$ cat config.mk
export PLATFORM = sky130hd
export DESIGN_NAME = phase_sequencer
export DESIGN_NICKNAME = d
export VERILOG_FILES = /design/src/rtl/phase_sequencer.sv
export SDC_FILE = /design/constraint.sdc
export NUM_CORES = 1
export LEC_CHECK = 0
export CELL_PAD_IN_SITES_DETAIL_PLACEMENT = 1
export CELL_PAD_IN_SITES_GLOBAL_PLACEMENT = 1
export CORE_UTILIZATION = 47
export DETAILED_ROUTE_END_ITERATION = 6
export GPL_TIMING_DRIVEN = 1
export PLACE_DENSITY = 0.93
export SLEW_MARGIN = 30
export SYNTH_ARGS = -nofsm -noshare
export SYNTH_HDL_FRONTEND = slang
export SYNTH_SLANG_ARGS = --single-unit
export TNS_END_PERCENT = 100
$ cat constraint.sdc
create_clock -name clock -period 8.3 [get_ports clock]
set_input_delay 0.83 -clock clock [delete_from_list [all_inputs] [get_ports clock]]
set_output_delay 0.83 -clock clock [all_outputs]
set_load 0.05 [all_outputs]
$ cat src/rtl/phase_sequencer.sv
// phase_sequencer
// ---------------------------------------------------------------------------
// Automatic phase scheduler for the two-direction traffic/pedestrian crossing.
// A prescaler divides the system clock into one-second ticks. Each phase is
// held for a programmed number of seconds, then the fixed ring A..F advances.
// Pedestrian requests are latched and served on entry to the matching walk
// phase. A manual mode freezes the timer so phases advance only on step edges.
//
// Parameters
//   TICK_DIV  clock cycles per one-second tick (2 .. 2^32-1)
//   GREEN_S   seconds in phases A and D (steady walk, 1..99)
//   FLASH_S   seconds in phases B and E (flashing don't-walk, 1..99)
//   YELLOW_S  seconds in phases C and F (1..99)
//
// Ports
//   clock      system clock
//   resetn     synchronous active-low reset
//   ped_req1   direction-1 pedestrian button (level, any high cycle latches)
//   ped_req2   direction-2 pedestrian button
//   manual     1 = timer frozen, phases advance only on step
//   step       manual advance switch, only its rising edge acts
//   state      4-bit phase code, A=0 .. F=5
//   walk1      P1 may show walk/flash during D and E
//   walk2      P2 may show walk/flash during A and B
//   pending1   direction-1 request latched but not yet served
//   pending2   direction-2 request latched but not yet served
//   secs_left  binary seconds remaining in the current phase
//   secs_bcd   secs_left as two BCD digits (combinational)
//   tick       one-cycle pulse at each second boundary
// ---------------------------------------------------------------------------
module phase_sequencer #(
  parameter int unsigned TICK_DIV = 50000000,
  parameter int unsigned GREEN_S  = 10,
  parameter int unsigned FLASH_S  = 5,
  parameter int unsigned YELLOW_S = 3
) (
  input  logic       clock,
  input  logic       resetn,
  input  logic       ped_req1,
  input  logic       ped_req2,
  input  logic       manual,
  input  logic       step,
  output logic [3:0] state,
  output logic       walk1,
  output logic       walk2,
  output logic       pending1,
  output logic       pending2,
  output logic [7:0] secs_left,
  output logic [7:0] secs_bcd,
  output logic       tick
);

  typedef enum logic [3:0] {
    StA = 4'd0,
    StB = 4'd1,
    StC = 4'd2,
    StD = 4'd3,
    StE = 4'd4,
    StF = 4'd5
  } phase_e;

  localparam logic [31:0] TickMax    = 32'(TICK_DIV - 1);
  localparam logic [7:0]  GreenSecs  = 8'(GREEN_S);
  localparam logic [7:0]  FlashSecs  = 8'(FLASH_S);
  localparam logic [7:0]  YellowSecs = 8'(YELLOW_S);

  phase_e      state_q, state_d, next_phase;
  logic [7:0]  secs_q, secs_d;
  logic        walk1_q, walk1_d;
  logic        walk2_q, walk2_d;
  logic        pending1_q, pending1_d;
  logic        pending2_q, pending2_d;
  logic [31:0] prescaler_q, prescaler_d;
  logic        tick_q, tick_d;
  logic        step_q;
  logic        manual_q;
  logic        step_edge;
  logic        manual_fall;
  logic        state_valid;
  logic        advance;
  logic [7:0]  bcd;

  // Duration of a phase in seconds.
  function automatic logic [7:0] phase_secs(phase_e ph);
    case (ph)
      StA, StD: phase_secs = GreenSecs;
      StB, StE: phase_secs = FlashSecs;
      default:  phase_secs = YellowSecs;
    endcase
  endfunction

  assign step_edge   = step & ~step_q;
  assign manual_fall = manual_q & ~manual;
  assign state_valid = (state_q <= StF);

  // Fixed ring A->B->C->D->E->F->A; unreachable codes recover to A.
  always_comb begin
    case (state_q)
      StA:     next_phase = StB;
      StB:     next_phase = StC;
      StC:     next_phase = StD;
      StD:     next_phase = StE;
      StE:     next_phase = StF;
      default: next_phase = StA;
    endcase
  end

  // Prescaler. Held at zero in manual mode so that leaving manual starts a
  // fresh full second. tick is registered: it is set for the cycle in which
  // the prescaler sits at its terminal count.
  always_comb begin
    if (manual) begin
      prescaler_d = '0;
    end else if (prescaler_q == TickMax) begin
      prescaler_d = '0;
    end else begin
      prescaler_d = prescaler_q + 32'd1;
    end
    tick_d = ~manual & (prescaler_d == TickMax);
  end

  // Phase, countdown and request latches.
  always_comb begin
    state_d    = state_q;
    secs_d     = secs_q;
    walk1_d    = walk1_q;
    walk2_d    = walk2_q;
    pending1_d = pending1_q | ped_req1;
    pending2_d = pending2_q | ped_req2;
    advance    = 1'b0;

    // manual is checked before the tick so a manual rise on an expiring tick
    // freezes the phase instead of advancing it.
    if (!state_valid) begin
      advance = 1'b1;
    end else if (manual) begin
      advance = step_edge;
    end else begin
      advance = tick_q & (secs_q == 8'd1);
    end

    if (advance) begin
      state_d = next_phase;
      secs_d  = phase_secs(next_phase);
      // A request arriving in the entry cycle is served directly, so the
      // pending flag never sees it.
      case (next_phase)
        StA: begin
          walk2_d    = pending2_q | ped_req2;
          pending2_d = 1'b0;
        end
        StC: walk2_d = 1'b0;
        StD: begin
          walk1_d    = pending1_q | ped_req1;
          pending1_d = 1'b0;
        end
        StF: walk1_d = 1'b0;
        default: ;
      endcase
    end else if (manual_fall) begin
      secs_d = phase_secs(state_q);
    end else if (!manual && tick_q && (secs_q > 8'd1)) begin
      secs_d = secs_q - 8'd1;
    end
  end

  always_ff @(posedge clock) begin
    if (!resetn) begin
      state_q     <= StA;
      secs_q      <= GreenSecs;
      walk1_q     <= 1'b0;
      walk2_q     <= 1'b0;
      pending1_q  <= 1'b0;
      pending2_q  <= 1'b0;
      prescaler_q <= '0;
      tick_q      <= 1'b0;
      step_q      <= 1'b0;
      manual_q    <= 1'b0;
    end else begin
      state_q     <= state_d;
      secs_q      <= secs_d;
      walk1_q     <= walk1_d;
      walk2_q     <= walk2_d;
      pending1_q  <= pending1_d;
      pending2_q  <= pending2_d;
      prescaler_q <= prescaler_d;
      tick_q      <= tick_d;
      step_q      <= step;
      manual_q    <= manual;
    end
  end

  // Shift-and-add-3 binary to BCD. Only the units digit needs correcting:
  // for inputs up to 99 the tens digit stays below 5 before the final shift.
  always_comb begin
    bcd = '0;
    for (int i = 7; i >= 0; i--) begin
      if (bcd[3:0] > 4'd4) bcd[3:0] = bcd[3:0] + 4'd3;
      bcd = {bcd[6:0], secs_q[i]};
    end
  end

  assign state     = state_q;
  assign walk1     = walk1_q;
  assign walk2     = walk2_q;
  assign pending1  = pending1_q;
  assign pending2  = pending2_q;
  assign secs_left = secs_q;
  assign secs_bcd  = bcd;
  assign tick      = tick_q;

endmodule

## After elaboration in Yosys (flattened, before gate mapping)

Cells that the tools add are included.

| storage, ports and cells | value |
|---|---|
| ROM bits | 0 |
| register bits after elaboration | 51 |
| input port bits | 6 |
| bits in latches | 0 |
| memories kept | 0 |
| output and inout bits | 25 |
| logic and storage cells | 79 |
| memory bits (writable) | 0 |

| cells by class | value |
|---|---|
| multiply operators | 0 |
| divide/modulo/power cells | 0 |
| shift-type cells | 0 |
| add/subtract/negate cells | 7 |
| bitwise logic cells | 8 |
| reduce and logical (&&, ||, !) cells | 14 |
| mux-type cells | 21 |
| order comparisons | 7 |
| equal/unequal tests | 12 |

Operator list:

| cell | number |
|---|---|
| == test 32 x 26 -> 1 bit, second input constant | 2 |
| 2-to-1 mux 32 bit | 2 |
| adder 32 x 1 -> 32 bit, second input constant | 1 |
| 2-to-1 mux 8 bit | 3 |
| adder 4 x 2 -> 4 bit, second input constant | 4 |
| == test 4 x 2 -> 1 bit, second input constant | 4 |
| > comparator 4 x 3 -> 1 bit, second input constant | 4 |
| 2-to-1 mux 4 bit | 4 |
| one-hot mux 4 bit (2 select lines) | 2 |
| one-hot mux 3 bit (5 select lines) | 1 |
| == test 4 x 3 -> 1 bit, second input constant | 3 |
| == test 4 x 1 -> 1 bit, second input constant | 2 |
| == test 8 x 1 -> 1 bit, second input constant | 1 |
| > comparator 8 x 1 -> 1 bit, second input constant | 1 |
| logical NOT 4 bit | 2 |
| OR reduction 2 bit | 4 |
| subtractor 8 x 1 -> 8 bit, second input constant | 1 |
| 2-to-1 mux 1 bit | 6 |
| AND 1 bit | 4 |
| <= comparator 4 x 3 -> 1 bit, second input constant | 1 |
| one-hot mux 1 bit (2 select lines) | 2 |
| AND reduction 2 bit | 2 |
| nonzero test 2 bit | 2 |
| adder 3 x 2 -> 3 bit, second input constant | 1 |
| 7 further kinds | 10 |

## Longest topological paths before layout

Gate-level depths: netlist of the first run.

| depth | value |
|---|---|
| depth after elaboration | 10 |
| mapped depth | 13 |
| depth with buffers taken out | 11 |

## Worst setup path before layout of the first run

No wires, ideal clock.

| timing path | value |
|---|---|
| kind | flip-flop to output port |
| start point | register secs_q[5], in the netlist secs_left[5] |
| end point | output secs_bcd[1] |
| arrival | 3.370 ns |
| required time | 7.470 ns |
| buffers on the path | 1 |
| cell stages (with the launch flop) | 12 |
| path slack | 4.100 ns |
| path through | dfxtp_1 > inv_1 > ha_1 > ha_1 > nor2b_1 > a311o_1 > and2_1 > buf_6 > o21ai_0 > nor2_1 > a2111o_1 > a21oi_1 |

| between the ends | value |
|---|---|
| word-level cells in the longest chain between the ends | 10 |
| elaborated cells on any way between the ends | 14 |
| classes of those cells | add/sub (4); order compare (5); mux (5) |

Ends and longest elaborated chain:

| item | line | RTL |
|---|---|---|
| start, declared | 68 | `logic [7:0] secs_q, secs_d;` |
| start signal, assigned | 170 | `secs_q <= GreenSecs;` |
| start signal, assigned | 181 | `secs_q <= secs_d;` |
| adder 3 x 2 -> 3 bit or > comparator 3 bit (tied branches) | 198 | `if (bcd[3:0] > 4'd4) bcd[3:0] = bcd[3:0] + 4'd3;` |
| 2-to-1 mux 3 bit (*) | 198 |  |
| adder 4 x 2 -> 4 bit or > comparator 4 x 3 -> 1 bit (tied branches) | 198 |  |
| 2-to-1 mux 4 bit (*) | 198 |  |
| adder 4 x 2 -> 4 bit or > comparator 4 x 3 -> 1 bit (tied branches) | 198 |  |
| 2-to-1 mux 4 bit (*) | 198 |  |
| > comparator 4 x 3 -> 1 bit or adder 4 x 2 -> 4 bit (tied branches) | 198 |  |
| 2-to-1 mux 4 bit (*) | 198 |  |
| > comparator 4 x 3 -> 1 bit (*) | 198 |  |
| 2-to-1 mux 4 bit (*) | 198 |  |
| end, declared | 49 | `output logic [7:0] secs_bcd,` |

Mark *: on every way between the ends. The rest lies on a longest branch, timed or not.

## Final worst setup path of the first run

| timing path | value |
|---|---|
| start point | register secs_q[5], in the netlist secs_left[5] |
| end point | output secs_bcd[3] |

| between the ends | value |
|---|---|
| word-level cells in the longest chain between the ends | 10 |
| elaborated cells on any way between the ends | 15 |
| classes of those cells | add/sub (5); order compare (5); mux (5) |

Ends and longest elaborated chain:

| item | line |
|---|---|
| adder 3 x 2 -> 3 bit or > comparator 3 bit (tied branches) | 198 |
| 2-to-1 mux 3 bit (*) | 198 |
| adder 4 x 2 -> 4 bit or > comparator 4 x 3 -> 1 bit (tied branches) | 198 |
| 2-to-1 mux 4 bit (*) | 198 |
| adder 4 x 2 -> 4 bit or > comparator 4 x 3 -> 1 bit (tied branches) | 198 |
| 2-to-1 mux 4 bit (*) | 198 |
| > comparator 4 x 3 -> 1 bit or adder 4 x 2 -> 4 bit (tied branches) | 198 |
| 2-to-1 mux 4 bit (*) | 198 |
| adder 4 x 2 -> 4 bit or > comparator 4 x 3 -> 1 bit (tied branches) | 198 |
| 2-to-1 mux 4 bit (*) | 198 |

Marks and branches as above.

==> summary.txt, run 1 <==
Outcome
  – Status: finished, final reports clean

Detailed routing
  – Via/cell ratio: 6.05
  – Total Wirelength: 9350 um
  – TritonRoute pass-1 iters: 4
  – Vias: 3411
  – Detail Route Antenna Nets: 0
  – Drt wl/cell: 16.6 um
  – Initial DRC Count: 124
  – Drt drc: 0

CTS
  – Cts bufs inserted: 5
  – TritonCTS clock tree: built
  – CTS root buf: clkbuf_8
  – H-tree levels: 2
  – Clk slew on worst S/H paths: 0.09 ns
  – Clock Path Buffers: 2
  – Post-CTS sizing: 0
  – CTS Sinks: 50
  – Clk Latency, worst-skew pair: 0.32 ns
  – Cts hold-fix bufs: 0
  – Post-CTS setup repair buffer count: 0

Place
  – DP Area: 3770 um^2
  – Post-detail-place hpwl: 6700 um
  – Gpl congestion: 0.838
  – # port buffers: 29
  – Worst slack, placed: 3.64 ns

Floorplan
  – I/O pins: 31
  – FP Rows: 31
  – Die H: 88.3 um
  – DIE AREA: 7800 um^2
  – Die W: 88.3 um
  – Starting Density: 48.5%
  – Total core area: 7210 um^2

Yosys
  – EDFF count, synth: 0
  – Syn. warnings: 0
  – Distinct cells, synth: 70
  – Yosys reg bits: 50
  – Register area share after synthesis: 28.6%
  – Netlist Area Pre-Place: 3500 um^2
  – Asr flop ratio synth: 0%
  – Post-Synthesis Cells: 454
  – Post-Syn Nets: 468
  – Prevailing post-synth register cell: dfxtp_1
  – Synthesized area per cell: 7.71 um^2

Worst setup path
  – CP Capture Type: primary output
  – Worst path arrival time: 4.21 ns
  – CP Class: register to primary output
  – Worst Path Required: 7.47 ns
  – Worst setup SP type: register
  – CP max FO: 19

Timing
  – Crit share post-route: 60.7%
  – Final TNS setup: 0 ns
  – RSZ-0062 raised after global routing: false
  – Final Hold Viols: 0
  – Worst Clk Skew: 0.0101 ns
  – Fin. max-slew vios: 0
  – Final WS setup: 3.26 ns
  – Final worst path period need: 5.04 ns
  – Max_slew headroom: 37.8%
  – Final Setup Violations: 0
  – Slew @ Worst Pin: 0.931 ns
  – Fmax: 199 MHz

Global route
  – Overflow after GRT: 0
  – Global router's overall resource usage: 24.9%
  – Global route hottest layer: met2
  – Largest net degree at the start of global routing: 30
  – Initial antenna violation count: 0
  – Vias in the first global route: 3290
  – First-pass GRT wire length: 15300 um
  – Met3 GRT Util: 3.08%
  – Met1 Use GR: 30.2%
  – Grt met2 use: 43.6%

Cells and area
  – Share of cells above drive strength 1: 5.59%
  – Ant diodes: 0
  – Commonest non-fill, non-tap cell in the layout: nor2_1
  – Final core utilization: 53.5%
  – Final Cell Area: 3860 um^2
  – Layout net count: 478
  – Area Growth Syn to Fin: 10.3%
  – Most frequent cells in the layout: nor2_1, dfxtp_1, nand2_1

Power and ir drop
  – Final Power: 0.487 mW
  – PwrDens: 126 nW/um^2
  – Max VDD drop: 0.0707 mV
  – Leak: 1.40 nW

Hold path
  – Worst Hold Class: register to register

Job
  – Max_cap viols: 0
## worst paths after layout
kind	from	endpoint	slack [ns]	cells after the start
setup / recovery	secs_left[5]$_SDFFE_PN0P_	secs_bcd[3]	3.26	12
setup reg to reg	prescaler_q[9]$_SDFF_PN0_	prescaler_q[15]$_SDFF_PN0_	5.57	6
hold / removal	prescaler_q[0]$_SDFF_PN0_	prescaler_q[0]$_SDFF_PN0_	0.51	1
hold reg to reg	prescaler_q[0]$_SDFF_PN0_	prescaler_q[0]$_SDFF_PN0_	0.51	1
## cell families after synthesis
logic type | count (synthesis) | synth area share (%)
and+or+nand+nor | 220 | 33.0
AOI/OAI and AO/OA | 96 | 19.5
DFF | 50 | 28.6
xor gates and xnor gates | 39 | 9.76
buffers and inverters | 38 | 5.54
adders and majority gates | 8 | 2.86
muxes | 2 | 0.572
other | 1 | 0.107
## synth_stat cells, types with 3 or more instances
cell      instances  share of area [%]
o221ai_1          3               0.75
buf_2             8                1.1
a21oi_1          14                2.0
o21ai_0          18                2.6
nor3_1           16                2.3
clkbuf_1         10                1.1
and3_1           15                2.7
o22ai_1           5               0.89
xor2_1           14                3.5
nor4_1            5               0.89
nand3_1          16                2.3
nor2b_1           5               0.89
nand2b_1          4               0.71
and4_1            4                1.0
or2_2             4               0.71
nand2_1          43                4.6
and2_1           11                2.0
buf_4             5                1.1
o31ai_1           6                1.3
a31oi_1           5               0.89
xnor2_1          25                6.3
nor3b_1           5                1.1
nand4_1           6                1.1
a22oi_1           3               0.64
buf_6             3               0.96
o31a_1            3               0.75
nor2_1           68                7.3
inv_1            12                1.3
a21boi_0          6                1.3
dfxtp_1          50                 29
ha_1              8                2.9
## report_power, final
group | switching (mW) | internal [mW] | leakage, nW
clock network | 0.0855 | 0.0672 | 0.0472
logic | 0.0492 | 0.0286 | 0.951
registers | 0.0128 | 0.244 | 0.405
total | 0.148 | 0.339 | 1.40
## critical path: stages, from the launching register on
cell             delay, ns
dfxtp_1               0.45
inv_1                 0.07
ha_1                  0.25
inv_1                 0.10
ha_1                  0.20
nor2_1                0.07
o311ai_0              0.44
and2_1                0.59
nor2_1                0.14
or4_4                 0.55
o211ai_2              0.08
o31a_1                0.15
clkdlybuf4s50_1       0.79
## cell type report
class | instances | area, um^2
repair buffers | 29 | 290
multi-input cells | 366 | 2310
well taps | 99 | 124
inverters | 12 | 45.0
fillers | 910 | 3350
clock inverters | 2 | 12.5
flip-flops and latches | 50 | 1000
clock buffers | 6 | 82.6
## sequential cells by signal (all words and copies together), names as in the netlist
signal and flops:
prescaler_q 32, manual_q 1, state 3, walk2 1, pending1 1, pending2 1, step_q 1, walk1 1
tick 1, secs_left 8
## layer usage
layer  wire (um)  share of wire [%]
met2        4700                 50
met5           0                  0
met1        4120                 44
met3         242                2.6
met4         285                3.0
## metrics by stage
| stage | hold slack, ns | cells |
|---|---|---|
| global route | 0.536 | 564 |
| finish | 0.514 | 564 |
| detailed placement | 0.489 | 556 |
| global placement | 0.461 | 556 |
| CTS | 0.517 | 564 |
| floorplan | 0.440 | 454 |
(Power assumes the default switching activity.)
==> run 2, diff against run 1 <==
--- a/config.mk
+++ b/config.mk
@@ -7,10 +7,10 @@
 export LEC_CHECK = 0
 export CELL_PAD_IN_SITES_DETAIL_PLACEMENT = 1
 export CELL_PAD_IN_SITES_GLOBAL_PLACEMENT = 1
-export CORE_UTILIZATION = 47
+export CORE_UTILIZATION = 39
 export DETAILED_ROUTE_END_ITERATION = 6
 export GPL_TIMING_DRIVEN = 1
-export PLACE_DENSITY = 0.93
+export PLACE_DENSITY = 0.84
 export SLEW_MARGIN = 30
 export SYNTH_ARGS = -nofsm -noshare
 export SYNTH_HDL_FRONTEND = slang
==> constraint.sdc (replaced) <==
create_clock -name clock -period 4.3 [get_ports clock]
set_input_delay 0.43 -clock clock [delete_from_list [all_inputs] [get_ports clock]]
set_output_delay 0.43 -clock clock [all_outputs]
set_load 0.05 [all_outputs]
==> run 2 against run 1 <==
Net effect: routed wire length grew 0.63%; global-route usage fell by 4.4 points; hold slack worse by 0.011 ns; critical endpoint is now secs_bcd[2]; largest cell class unchanged; critical path depth unchanged; flip-flop and latch count stayed put.
==> summary.txt, run 2 (same netlist as run 1, synthesis figures left out) <==
Timing
  – Crit share post-route: 88.8%
  – Fmax: 262 MHz
  – RSZ-0062 raised after global routing: false
  – Fin. max-slew vios: 0
  – Final Hold Viols: 0
  – Slew @ Worst Pin: 0.908 ns
  – Final worst path period need: 3.82 ns
  – Final Setup Violations: 0
  – Final TNS setup: 0 ns
  – Worst Clk Skew: 0.0115 ns
  – Max_slew headroom: 39.4%
  – Hold slack: 0.504 ns

Worst setup path
  – Slowest-stage cell, CP: o22a_1
  – CP bufs+invs: 3
  – Worst path arrival time: 3.39 ns
  – Reg2reg setup slack: 1.73 ns
  – Reg2reg start: prescaler_q[3]$_SDFF_PN0_
  – Worst Path Required: 3.87 ns
  – CP max FO: 11
  – CP delay by family, top: compound AO/OA/AOI/OAI gates
  – R2R cell count: 7
  – CP Capture Type: primary output
  – CP Cell Sequence: inv_1, ha_1, inv_1, ha_1, xnor2_1, and2_1, o22a_1, nand2_1, a21boi_0, a311oi_1, o221ai_1, dlymetal6s2s_1
  – Worst Setup SP: secs_left[6]$_SDFFE_PN0P_
  – Reg2reg end: tick$_SDFF_PN0_
  – CP max stage delay: 0.44 ns
  – CP Class: register to primary output
  – Worst setup SP type: register

CTS
  – Cts bufs inserted: 5
  – H-tree levels: 2
  – Clk Latency, worst-skew pair: 0.31 ns
  – Post-CTS setup repair buffer count: 0
  – Clk slew on worst S/H paths: 0.10 ns
  – CTS Sinks: 50
  – Cts hold-fix bufs: 0
  – Clock Path Buffers: 2
  – TritonCTS clock tree: built
  – CTS root buf: clkbuf_8

Cells and area
  – Top reg by flops: prescaler_q
  – Footprint of the multi-input gates: 2310 um^2
  – Area Growth Syn to Fin: 12.8%
  – Commonest non-fill, non-tap cell in the layout: nor2_1
  – Most frequent cells in the layout: nor2_1, dfxtp_1, nand2_1
  – Max reg flops: 32
  – Reg area: 1000 um^2
  – Ant diodes: 0
  – Layout fillers: 1077
  – Layout net count: 481
  – Share of cells above drive strength 1: 7.05%

Hold path
  – Worst Hold Class: register to register
  – Endpoint, Worst Hold: walk1$_SDFFE_PN0P_
  – Hold Crit Depth: 2
  – Hold path start: walk1$_SDFFE_PN0P_

Detailed routing
  – Total Wirelength: 9410 um
  – Initial DRC Count: 139
  – Detail Route Antenna Nets: 0
  – Drt drc: 0
  – Vias: 3331
  – TritonRoute pass-1 iters: 4
  – Via/cell ratio: 5.78
  – Drt wl/cell: 16.3 um

Floorplan
  – Total core area: 8720 um^2
  – I/O pins: 31
  – DIE AREA: 9360 um^2
  – Die H: 96.7 um
  – Starting Density: 40.1%
  – FP Rows: 34
  – Die W: 96.7 um

Place
  – Post-detail-place hpwl: 6860 um
  – # port buffers: 29
  – Gpl congestion: 0.809

Outcome
  – Status: finished, final reports clean

Job
  – Max_cap viols: 0

Global route
  – Overflow after GRT: 0
  – Global router's overall resource usage: 20.5%
  – First-pass GRT wire length: 16100 um
  – Initial antenna violation count: 0
  – Vias in the first global route: 3318
  – Largest net degree at the start of global routing: 30

Power and ir drop
  – Leak: 1.49 nW
  – PwrDens: 268 nW/um^2
  – Max VDD drop: 0.126 mV
run 2: changes by cell type in the layout (fill, tap and decap cells not counted), moves of 2 or more:
| cell | before | now |
|---|---|---|
| dlymetal6s2s_1 | 0 | 3 |
| buf_4 | 0 | 5 |
| clkdlybuf4s50_1 | 29 | 24 |
| bufinv_16 | 0 | 2 |
run 2: worst max-delay path by stage:
stage | end | slack, ns | cells past startpoint
after floorplan | secs_bcd[1] | 0.50 | 11
after global placement | secs_bcd[2] | 0.50 | 12
after detailed placement | secs_bcd[2] | 0.29 | 12
after CTS | secs_bcd[2] | 0.05 | 12
after global routing | secs_bcd[2] | 0.22 | 12
final | secs_bcd[2] | 0.48 | 12
run 2: worst register-to-register path: cells and delay by family (launching register included):
| family | cells | cell delay (ns) |
|---|---|---|
| simple gates | 5 | 1.38 |
| compound gates | 2 | 0.67 |
| flops | 1 | 0.43 |
run 2: through the flow:
stage	total power [mW]	worst slack, ns	area, um^2	util, %	std cells
after floorplan	0.609	0.500	3500	-	454
after global placement	0.651	0.497	3790	43.5	568
after detailed placement	0.655	0.291	3790	43.5	568
after CTS	1.07	0.0470	3940	45.2	576
after global routing	1.10	0.220	3950	45.3	576
final	1.06	0.481	3950	45.3	576
run 2: layer usage:
metal	vias up	global-route usage [%]	routed length [um]
met1	1636	26.1	4370
met4	0	5.17	141
met2	48	36.5	4700
met5	-	0	0
met3	11	2.53	198
li1	1636	-	-
run 2: layout make-up:
class,count,area share [%]
flip-flops and latches,50,25.3
well taps,108,3.42
clock buffers,6,2.09
clock inverters,2,1.52
inverters,12,1.14
repair buffers,32,7.98
multi-input cells,366,58.5
run 2: timing repair:
item | 4_1_cts | 5_1_grt
gates resized for setup | 1 | 4
setup endpoints to repair | 1 | 3
endpoints found under the hold margin | 0 | 0
run 2: power breakdown:
group | internal [mW] | switching, mW | total (mW)
Combinational | 0.0545 | 0.0939 | 0.148
Sequential | 0.470 | 0.0248 | 0.495
Clock | 0.248 | 0.168 | 0.416
==> run 3, diff against run 2 <==
--- a/config.mk
+++ b/config.mk
@@ -7,6 +7,7 @@
 export LEC_CHECK = 0
 export CELL_PAD_IN_SITES_DETAIL_PLACEMENT = 1
 export CELL_PAD_IN_SITES_GLOBAL_PLACEMENT = 1
+export CORE_MARGIN = 5
 export CORE_UTILIZATION = 39
 export DETAILED_ROUTE_END_ITERATION = 6
 export GPL_TIMING_DRIVEN = 1
==> run 3 against run 2 <==
Net effect: first-iteration DRC count fell by 17%; final cell count did not move; clock power fell by 20%; non-clock buffer count did not move; global-route usage fell by 4.0 points; clock skew fell by 0.0022 ns; cell area fell by 0.86%; fmax fell by 0.39%; hold slack improved by 0.013 ns; clock-buffer cell count fell by 1.
==> summary.txt, run 3 (same netlist as run 1, synthesis figures left out) <==
Timing
  – Final Setup Violations: 0
  – Fin. max-slew vios: 0
  – Fmax: 261 MHz
  – Max_slew headroom: 38.0%
  – Crit share post-route: 89.2%
  – Final Hold Viols: 0
  – Final TNS setup: 0 ns
  – Slew @ Worst Pin: 0.928 ns
  – Final worst path period need: 3.83 ns
  – Worst Clk Skew: 0.00932 ns
  – Hold slack: 0.517 ns
  – RSZ-0062 raised after global routing: false

Outcome
  – Status: finished, final reports clean

Global route
  – Initial antenna violation count: 0
  – Overflow after GRT: 0
  – First-pass GRT wire length: 15700 um
  – Vias in the first global route: 3298
  – Largest net degree at the start of global routing: 30
  – Global router's overall resource usage: 16.5%

Cells and area
  – Final core utilization: 44.9%
  – Share of cells above drive strength 1: 7.26%
  – Layout net count: 481
  – Area Growth Syn to Fin: 11.9%
  – Commonest non-fill, non-tap cell in the layout: nor2_1
  – Most frequent cells in the layout: nor2_1, dfxtp_1, nand2_1
  – Ant diodes: 0
  – Max reg flops: 32
  – Layout fillers: 1089
  – Top reg by flops: prescaler_q

Worst setup path
  – CP max stage delay: 0.45 ns
  – CP Class: register to primary output
  – CP Capture Type: primary output
  – Reg2reg start: prescaler_q[13]$_SDFF_PN0_
  – Slowest-stage cell, CP: dlymetal6s2s_1
  – CP max FO: 19
  – Worst Path Required: 3.87 ns
  – CP delay by family, top: simple AND/OR/NAND/NOR gates
  – Worst path arrival time: 3.40 ns
  – Worst Setup SP: secs_left[5]$_SDFFE_PN0P_
  – Worst setup SP type: register
  – CP Cell Sequence: inv_1, ha_1, inv_1, ha_1, or2_2, a311o_1, and2_2, nand2b_1, a21boi_0, a311oi_1, o221ai_1, dlymetal6s2s_1
  – CP bufs+invs: 3

Floorplan
  – Die W: 105 um
  – I/O pins: 31
  – FP Rows: 34
  – Total core area: 8720 um^2
  – Starting Density: 40.1%
  – Die H: 105 um
  – DIE AREA: 11000 um^2

Place
  – Post-detail-place hpwl: 6810 um
  – # port buffers: 29
  – Gpl congestion: 0.844

Job
  – Max_cap viols: 0

Power and ir drop
  – Clock power frac: 34.1%
  – PwrDens: 249 nW/um^2
  – Switch Pwr: 0.280 mW
  – Logic pwr share: 15.2%
  – Sw Share: 28.7%
  – Leak: 1.47 nW
  – Sequential group share of total power: 50.7%
  – Max VDD drop: 0.121 mV
  – P_int: 0.697 mW

Hold path
  – Worst Hold Class: register to register
  – Hold path start: prescaler_q[0]$_SDFF_PN0_

CTS
  – TritonCTS clock tree: built
  – Cts bufs inserted: 5
  – Clk slew on worst S/H paths: 0.09 ns
  – Clock Path Buffers: 2
  – Clk Latency, worst-skew pair: 0.31 ns
  – CTS Sinks: 50
  – CTS root buf: clkbuf_8
  – H-tree levels: 2

Detailed routing
  – Vias: 3308
  – Total Wirelength: 9260 um
  – Drt wl/cell: 16.1 um
  – Initial DRC Count: 115
  – Via/cell ratio: 5.74
  – Detail Route Antenna Nets: 0
  – TritonRoute pass-1 iters: 4
  – Drt drc: 0
[run 3: repair_timing]
item / CTS / global route
hold buffers: 0 / 0
resized for setup: 1 / 4
pin swaps: 0 / 0
setup endpoints to repair: 2 / 3
setup buffers: 0 / 0
[run 3: stage by stage]
stage	area [um^2]	total power, mW	cells	worst slack [ns]
detailed placement	3790	0.655	568	0.222
global placement	3790	0.652	568	0.478
finish	3920	0.977	576	0.466
global route	3920	1.02	576	0.237
floorplan	3500	0.609	454	0.500
CTS	3910	0.987	576	0.0436
[run 3: cell type report]
class / instances / area, um^2 / area share (%)
repair buffers: 32 / 315 / 8.05
inverters: 12 / 45.0 / 1.15
multi-input cells: 366 / 2310 / 59.0
flip-flops and latches: 50 / 1000 / 25.6
well taps: 108 / 135 / 3.45
clock buffers: 5 / 68.8 / 1.76
clock inverters: 3 / 40.0 / 1.02
[run 3: final timing paths]
| path | slack (ns) | endpoint | cells past startpoint |
|---|---|---|---|
| setup / recovery | 0.47 | secs_bcd[2] | 12 |
| hold / removal | 0.52 | prescaler_q[0]$_SDFF_PN0_ | 1 |
| setup reg to reg | 1.68 | tick$_SDFF_PN0_ | 7 |
| hold reg to reg | 0.52 | prescaler_q[0]$_SDFF_PN0_ | 1 |
[run 3: power by group through the flow]
stage	registers, mW	clock network (mW)	logic [mW]
global route	0.498	0.360	0.159
floorplan	0.509	0	0.100
global placement	0.505	0	0.147
finish	0.495	0.333	0.149
detailed placement	0.506	0	0.150
CTS	0.495	0.342	0.150
[run 3: routing by layer]
| layer | track usage [%] | routed length [um] | vias to the layer above |
|---|---|---|---|
| met4 | 4.11 | 145 | 0 |
| met1 | 20.8 | 4330 | 1609 |
| met3 | 2.77 | 261 | 15 |
| met5 | 0 | 0 | - |
| met2 | 29.1 | 4520 | 44 |
| li1 | - | - | 1640 |
